--- config.mk ---
export PLATFORM = sky130hd
export DESIGN_NAME = fht_input_loader
export DESIGN_NICKNAME = d
export VERILOG_FILES = /design/src/rtl/fht_input_loader_pkg.sv /design/src/rtl/fht_bitrev.sv /design/src/rtl/fht_input_loader.sv
export SDC_FILE = /design/constraint.sdc
export NUM_CORES = 1
export LEC_CHECK = 0
export CORE_MARGIN = 4
export CORE_UTILIZATION = 42
export CTS_BUF_LIST = sky130_fd_sc_hd__clkbuf_4 sky130_fd_sc_hd__clkbuf_8
export DETAILED_ROUTE_END_ITERATION = 6
export PLACE_DENSITY = 0.8
export SYNTH_ARGS = -nofsm -noshare
export SYNTH_HDL_FRONTEND = slang
export SYNTH_SLANG_ARGS = --single-unit
--- constraint.sdc ---
create_clock -name iCLK -period 1.7 [get_ports iCLK]
set_input_delay 0.255 -clock iCLK [delete_from_list [all_inputs] [get_ports iCLK]]
set_output_delay 0.255 -clock iCLK [all_outputs]
set_load 0.005 [all_outputs]
--- src/rtl/fht_input_loader_pkg.sv ---
// Shared FHT definitions: frame geometry, bit-reverse width and loader FSM encoding.
package fht_input_loader_pkg;

    localparam int FHT_N       = 1024;
    localparam int FHT_BANKS   = 4;
    localparam int FHT_REV_BIT = 10;

    localparam logic [FHT_REV_BIT-1:0] FHT_CNT_LAST = 10'd1023;

    typedef enum logic [2:0] {
        ST_IDLE      = 3'd0,
        ST_LOAD      = 3'd1,
        ST_FLUSH     = 3'd2,
        ST_START     = 3'd3,
        ST_WAIT_BUSY = 3'd4,
        ST_WAIT_RDY  = 3'd5
    } fht_state_e;

    function automatic logic [FHT_BANKS-1:0] bank_onehot(input logic [1:0] bank);
        logic [FHT_BANKS-1:0] v;
        v = 4'b0001 << bank;
        return v;
    endfunction

endpackage

--- src/rtl/fht_bitrev.sv ---
// Combinational bit reversal of a W-bit index.
module fht_bitrev #(
    parameter int W = 10
) (
    input  logic [W-1:0] i_in,
    output logic [W-1:0] o_out
);

    genvar g;
    generate
        for (g = 0; g < W; g++) begin : g_rev
            assign o_out[g] = i_in[W-1-g];
        end
    endgenerate

endmodule

--- src/rtl/fht_input_loader.sv ---
// Loads a 1024-point natural-order frame into four bit-reversed banks,
// then starts the FHT controller and reports completion.
module fht_input_loader
    import fht_input_loader_pkg::*;
#(
    parameter int A_BIT = 8,
    parameter int D_BIT = 16
) (
    input  logic             iCLK,
    input  logic             iRESET,
    input  logic             iLOAD,
    input  logic             iVALID,
    input  logic [D_BIT-1:0] iDATA,
    input  logic             iFHT_RDY,
    output logic             oREADY,
    output logic [3:0]       oWE,
    output logic [A_BIT-1:0] oADDR_WR,
    output logic [D_BIT-1:0] oDATA,
    output logic             oSTART,
    output logic             oBUSY,
    output logic             oDONE
);

    fht_state_e               r_state;
    fht_state_e               w_state_nxt;
    logic [FHT_REV_BIT-1:0]   r_cnt;
    logic [FHT_REV_BIT-1:0]   w_rev;
    logic                     w_accept;
    logic [FHT_BANKS-1:0]     r_we;
    logic [A_BIT-1:0]         r_addr;
    logic [D_BIT-1:0]         r_data;
    logic                     r_done;

    assign w_accept = iVALID & (r_state == ST_LOAD);

    fht_bitrev #(.W(FHT_REV_BIT)) u_bitrev (
        .i_in  (r_cnt),
        .o_out (w_rev)
    );

    // State register
    always_ff @(posedge iCLK or negedge iRESET) begin
        if (!iRESET) begin
            r_state <= ST_IDLE;
        end else begin
            r_state <= w_state_nxt;
        end
    end

    // Next-state logic
    always_comb begin
        w_state_nxt = r_state;
        case (r_state)
            ST_IDLE: begin
                if (iLOAD) w_state_nxt = ST_LOAD;
                else       w_state_nxt = ST_IDLE;
            end
            ST_LOAD: begin
                if (w_accept && (r_cnt == FHT_CNT_LAST)) w_state_nxt = ST_FLUSH;
                else                                     w_state_nxt = ST_LOAD;
            end
            ST_FLUSH:     w_state_nxt = ST_START;
            ST_START:     w_state_nxt = ST_WAIT_BUSY;
            ST_WAIT_BUSY: begin
                if (!iFHT_RDY) w_state_nxt = ST_WAIT_RDY;
                else           w_state_nxt = ST_WAIT_BUSY;
            end
            ST_WAIT_RDY: begin
                if (iFHT_RDY) w_state_nxt = ST_IDLE;
                else          w_state_nxt = ST_WAIT_RDY;
            end
            default:      w_state_nxt = ST_IDLE;
        endcase
    end

    // State-decoded outputs
    always_comb begin
        oREADY = 1'b0;
        oSTART = 1'b0;
        oBUSY  = 1'b1;
        case (r_state)
            ST_IDLE:  oBUSY  = 1'b0;
            ST_LOAD:  oREADY = 1'b1;
            ST_START: oSTART = 1'b1;
            default: begin
                oREADY = 1'b0;
                oSTART = 1'b0;
            end
        endcase
    end

    // Sample counter: cleared on entry to LOAD, wraps to 0 after the last sample
    always_ff @(posedge iCLK or negedge iRESET) begin
        if (!iRESET) begin
            r_cnt <= 10'd0;
        end else if ((r_state == ST_IDLE) && iLOAD) begin
            r_cnt <= 10'd0;
        end else if (w_accept) begin
            r_cnt <= r_cnt + 10'd1;
        end else begin
            r_cnt <= r_cnt;
        end
    end

    // Bank write port, one cycle behind the accept
    always_ff @(posedge iCLK or negedge iRESET) begin
        if (!iRESET) begin
            r_we   <= 4'b0000;
            r_addr <= '0;
            r_data <= '0;
        end else if (w_accept) begin
            r_we   <= bank_onehot(w_rev[1:0]);
            r_addr <= A_BIT'(w_rev[FHT_REV_BIT-1:2]);
            r_data <= iDATA;
        end else begin
            r_we   <= 4'b0000;
            r_addr <= r_addr;
            r_data <= r_data;
        end
    end

    // Completion pulse: set on the WAIT_RDY -> IDLE transition
    always_ff @(posedge iCLK or negedge iRESET) begin
        if (!iRESET) begin
            r_done <= 1'b0;
        end else begin
            r_done <= (r_state == ST_WAIT_RDY) && iFHT_RDY;
        end
    end

    assign oWE      = r_we;
    assign oADDR_WR = r_addr;
    assign oDATA    = r_data;
    assign oDONE    = r_done;

endmodule

==> results.sh <==
export IMPL_max_freq_mhz=616
export IMPL_antenna_found_initial=0
export IMPL_avgSynthCellArea_sq_um=9.60
export IMPL_swShare_pct=31.6
export IMPL_p_switching_mw=1.06
export IMPL_clockRootBuffer="clkbuf_8"
export IMPL_io_pins=53
export IMPL_clk_latency_ns=0.29
export IMPL_routed_via_density=4.93
export IMPL_firstDrtPassIters=4
export IMPL_synth_edff_count=0
export IMPL_intPower_mw=2.29
export IMPL_grt_usage_pct=15.9
export IMPL_worstPathArrival_ns=1.85
export IMPL_grt_max_degree=27
export IMPL_vias=1512
export IMPL_hold_viol=0
export IMPL_seq_area_frac_synth_pct=59.2
export IMPL_synth_compound_gate_area_share_pct=6.48
export IMPL_start_kind="flip-flop"
export IMPL_tightest_slew_ns=0.545
export IMPL_period_minus_slack_ns=1.62
export IMPL_powerDensity_nw_per_um2=1290
export IMPL_syn_to_final_growth_pct=45.9
export IMPL_ant_nets=0
export IMPL_synthXorXnorAreaFrac_pct=0.493
export IMPL_synthFlopType="dfrtp_1"
export IMPL_drt_total_wl_mm=3.89
export IMPL_routabilityCongestion=0.777
export IMPL_peakVddDrop_mv=0.853
export IMPL_syn_inst=185
export IMPL_ff2ff_path_depth=5
export IMPL_h_tree_depth=2
export IMPL_grt_pass1_wl_mm=6.46
export IMPL_grt_pass1_vias=1457
export IMPL_die_h_um=73.0
export IMPL_finalSetupTns_ns=0
export IMPL_clkPwrFrac_pct=19.3
export IMPL_place_ws_ns=-0.0887
export IMPL_fin_nets=278
export IMPL_post_route_period_util_pct=95.5
export IMPL_syn_nets=207
export IMPL_relSlewSlack_pct=63.7
export IMPL_worstHoldPathCells=2
export IMPL_drt_iter0_drc=88
export IMPL_drc=0
export IMPL_yosys_register_bits=42
export IMPL_dp_cells=294
export IMPL_fin_util_pct=63.9
export IMPL_muxShareOfSynthArea_pct=1.13
export IMPL_coreArea_sq_um=4060
export IMPL_rows=23
export IMPL_cts_buffers=5
export IMPL_seqPwrFrac_pct=42.7
export IMPL_finClkSkew_ns=0.00299
export IMPL_yosys_warnings=0
export IMPL_clkSinkCount=42
export IMPL_die_w_um=73.0
export IMPL_drive_gt1_share_pct=16.7
export IMPL_fin_ws_ns=0.0770
export IMPL_outcome="complete, no violations"
export IMPL_stdcell_count=307
export IMPL_die_area_sq_um=5330
export IMPL_clock_path_buffers=2
export IMPL_synthArstFlopShare_pct=100
export IMPL_critPathKind="reg -> reg"
export IMPL_yosys_area_share_simple_pct=27.9
export IMPL_initial_core_util_pct=43.8
export IMPL_clkTransAtPathRegs_ns=0.08
export IMPL_diodes=0
export IMPL_synth_top_family_by_area="simple AND/OR/NAND/NOR gates"
export IMPL_end_kind="flip-flop"
export IMPL_drv_slew=0
export IMPL_numPortBuffers=52
export IMPL_p_leak_nw=1.24
export IMPL_ys_types=31
export IMPL_crit_path_max_fanout=6
export IMPL_synth_area_sq_um=1780
export IMPL_max_cap_violations=0
export IMPL_rsz0062_at_grt="false"
export IMPL_post_dp_hpwl_mm=2.80
export IMPL_p_comb_share_pct=38.0
export IMPL_cts_tree="yes"
export IMPL_setup_viol=0
export IMPL_hold_path_class="reg -> reg"
export IMPL_post_drt_wl_per_cell_um=12.7
export IMPL_cp_data_required_time_ns=1.92
export IMPL_synth_fa_ha_area_share_pct=0.704
export IMPL_grt_overflow=0
## path summary, 6_finish.rpt
kind	start	endpoint	slack (ns)
setup reg to reg	r_state[1]	r_cnt[6]	0.08
min in group asynchronous	iRESET	oDATA[10]	0.48
max in group asynchronous	iRESET	r_state[2]	0.69
hold / removal	oADDR_WR[0]	oADDR_WR[0]	0.47
hold reg to reg	oADDR_WR[0]	oADDR_WR[0]	0.47
setup / recovery	r_state[1]	r_cnt[6]	0.08
## cell usage in the layout, fill, tap and decap left out, types with 2 or more instances in the layout
cell / instances
a21o_1: 2
a21oi_1: 5
buf_4: 17
nand4_1: 3
clkbuf_8: 5
mux2i_1: 2
nor3_1: 2
or4_4: 2
o31ai_1: 4
buf_6: 2
a21oi_2: 2
nand3_1: 3
clkdlybuf4s50_1: 48
o21ai_0: 4
and3_1: 2
nor4_2: 2
clkbuf_2: 2
dfrtp_1: 42
or4_1: 2
nor2_1: 4
inv_1: 5
nand2_1: 77
## flip-flops by register name, summed over array words and instances (netlist names)
name and cells:
oADDR_WR 8, r_cnt 10, r_state 3, oDONE 1, oDATA 16, oWE 4
## cell usage after synthesis (2+ instances only)
cell type / number / area [sq um]
o31ai_1: 4 / 30.0
dfrtp_1: 42 / 1050
nand4_1: 3 / 18.8
clkbuf_1: 2 / 7.51
or4_1: 4 / 30.0
nand2_1: 77 / 289
nor3_1: 2 / 10.0
buf_6: 2 / 22.5
a21o_1: 2 / 15.0
and3_1: 2 / 12.5
inv_1: 5 / 18.8
nand3_1: 3 / 15.0
a21oi_1: 7 / 35.0
nor4_1: 2 / 12.5
nor2_1: 4 / 15.0
buf_2: 5 / 25.0
mux2i_1: 2 / 20.0
o21ai_0: 4 / 20.0
## cell type report
class                           count  area [sq um]
Fill cell                         350          1470
Sequential cell                    42          1050
Multi-Input combinational cell    130           706
Timing Repair Buffer               72           664
Clock buffer                        6          76.3
Tap cell                           50          62.6
Inverter                            5          18.8
Clock inverter                      2          13.8
## layer usage
| layer | track usage (%) | share of wire, % |
|---|---|---|
| met3 | 5.37 | 6.4 |
| met4 | 5.94 | 1.4 |
| met5 | 0 | 0 |
| met2 | 25.8 | 49 |
| met1 | 19.6 | 44 |
## cell families (layout without fill, tap and decap cells)
logic type	Yosys count	in the layout
adder cells (fa/ha/maj)	1	1
XOR/XNOR	1	1
buffers and inverters	14	85
flip-flops	42	42
multiplexers	2	2
AO/OA/AOI/OAI	19	19
AND/OR/NAND/NOR	106	107
## critical path, cell delays in order, from the launching register on
cell	delay, ns
dfrtp_1	0.40
buf_6	0.13
buf_6	0.11
nand4bb_2	0.31
or4_1	0.45
a21oi_1	0.15
## repair_timing
action	in CTS	in global routing
cloned	0	1
endpoints found under the setup margin	3	10
resized for setup	6	12
hold buffers	1	0
setup buffers	3	0
hold endpoints to repair	24	0
pin swaps	1	4
## per-stage QoR
step / power, mW / area [sq um] / hold slack, ns
floorplan: 1.97 / 1780 / -0.0406
global placement: 2.68 / 2420 / 0.269
detailed placement: 2.71 / 2420 / 0.269
CTS: 3.36 / 2540 / 0.471
global route: 3.59 / 2590 / 0.465
finish: 3.35 / 2590 / 0.475
## power groups by stage
stage	Combinational (mW)	Sequential, mW	Clock [mW]
3_5_place_dp	1.27	1.45	0
6_report	1.27	1.43	0.647
4_1_cts	1.27	1.43	0.661
5_1_grt	1.41	1.47	0.706
2_1_floorplan	0.495	1.47	0
3_3_place_gp	1.25	1.43	0
(Power assumes the default switching activity.)
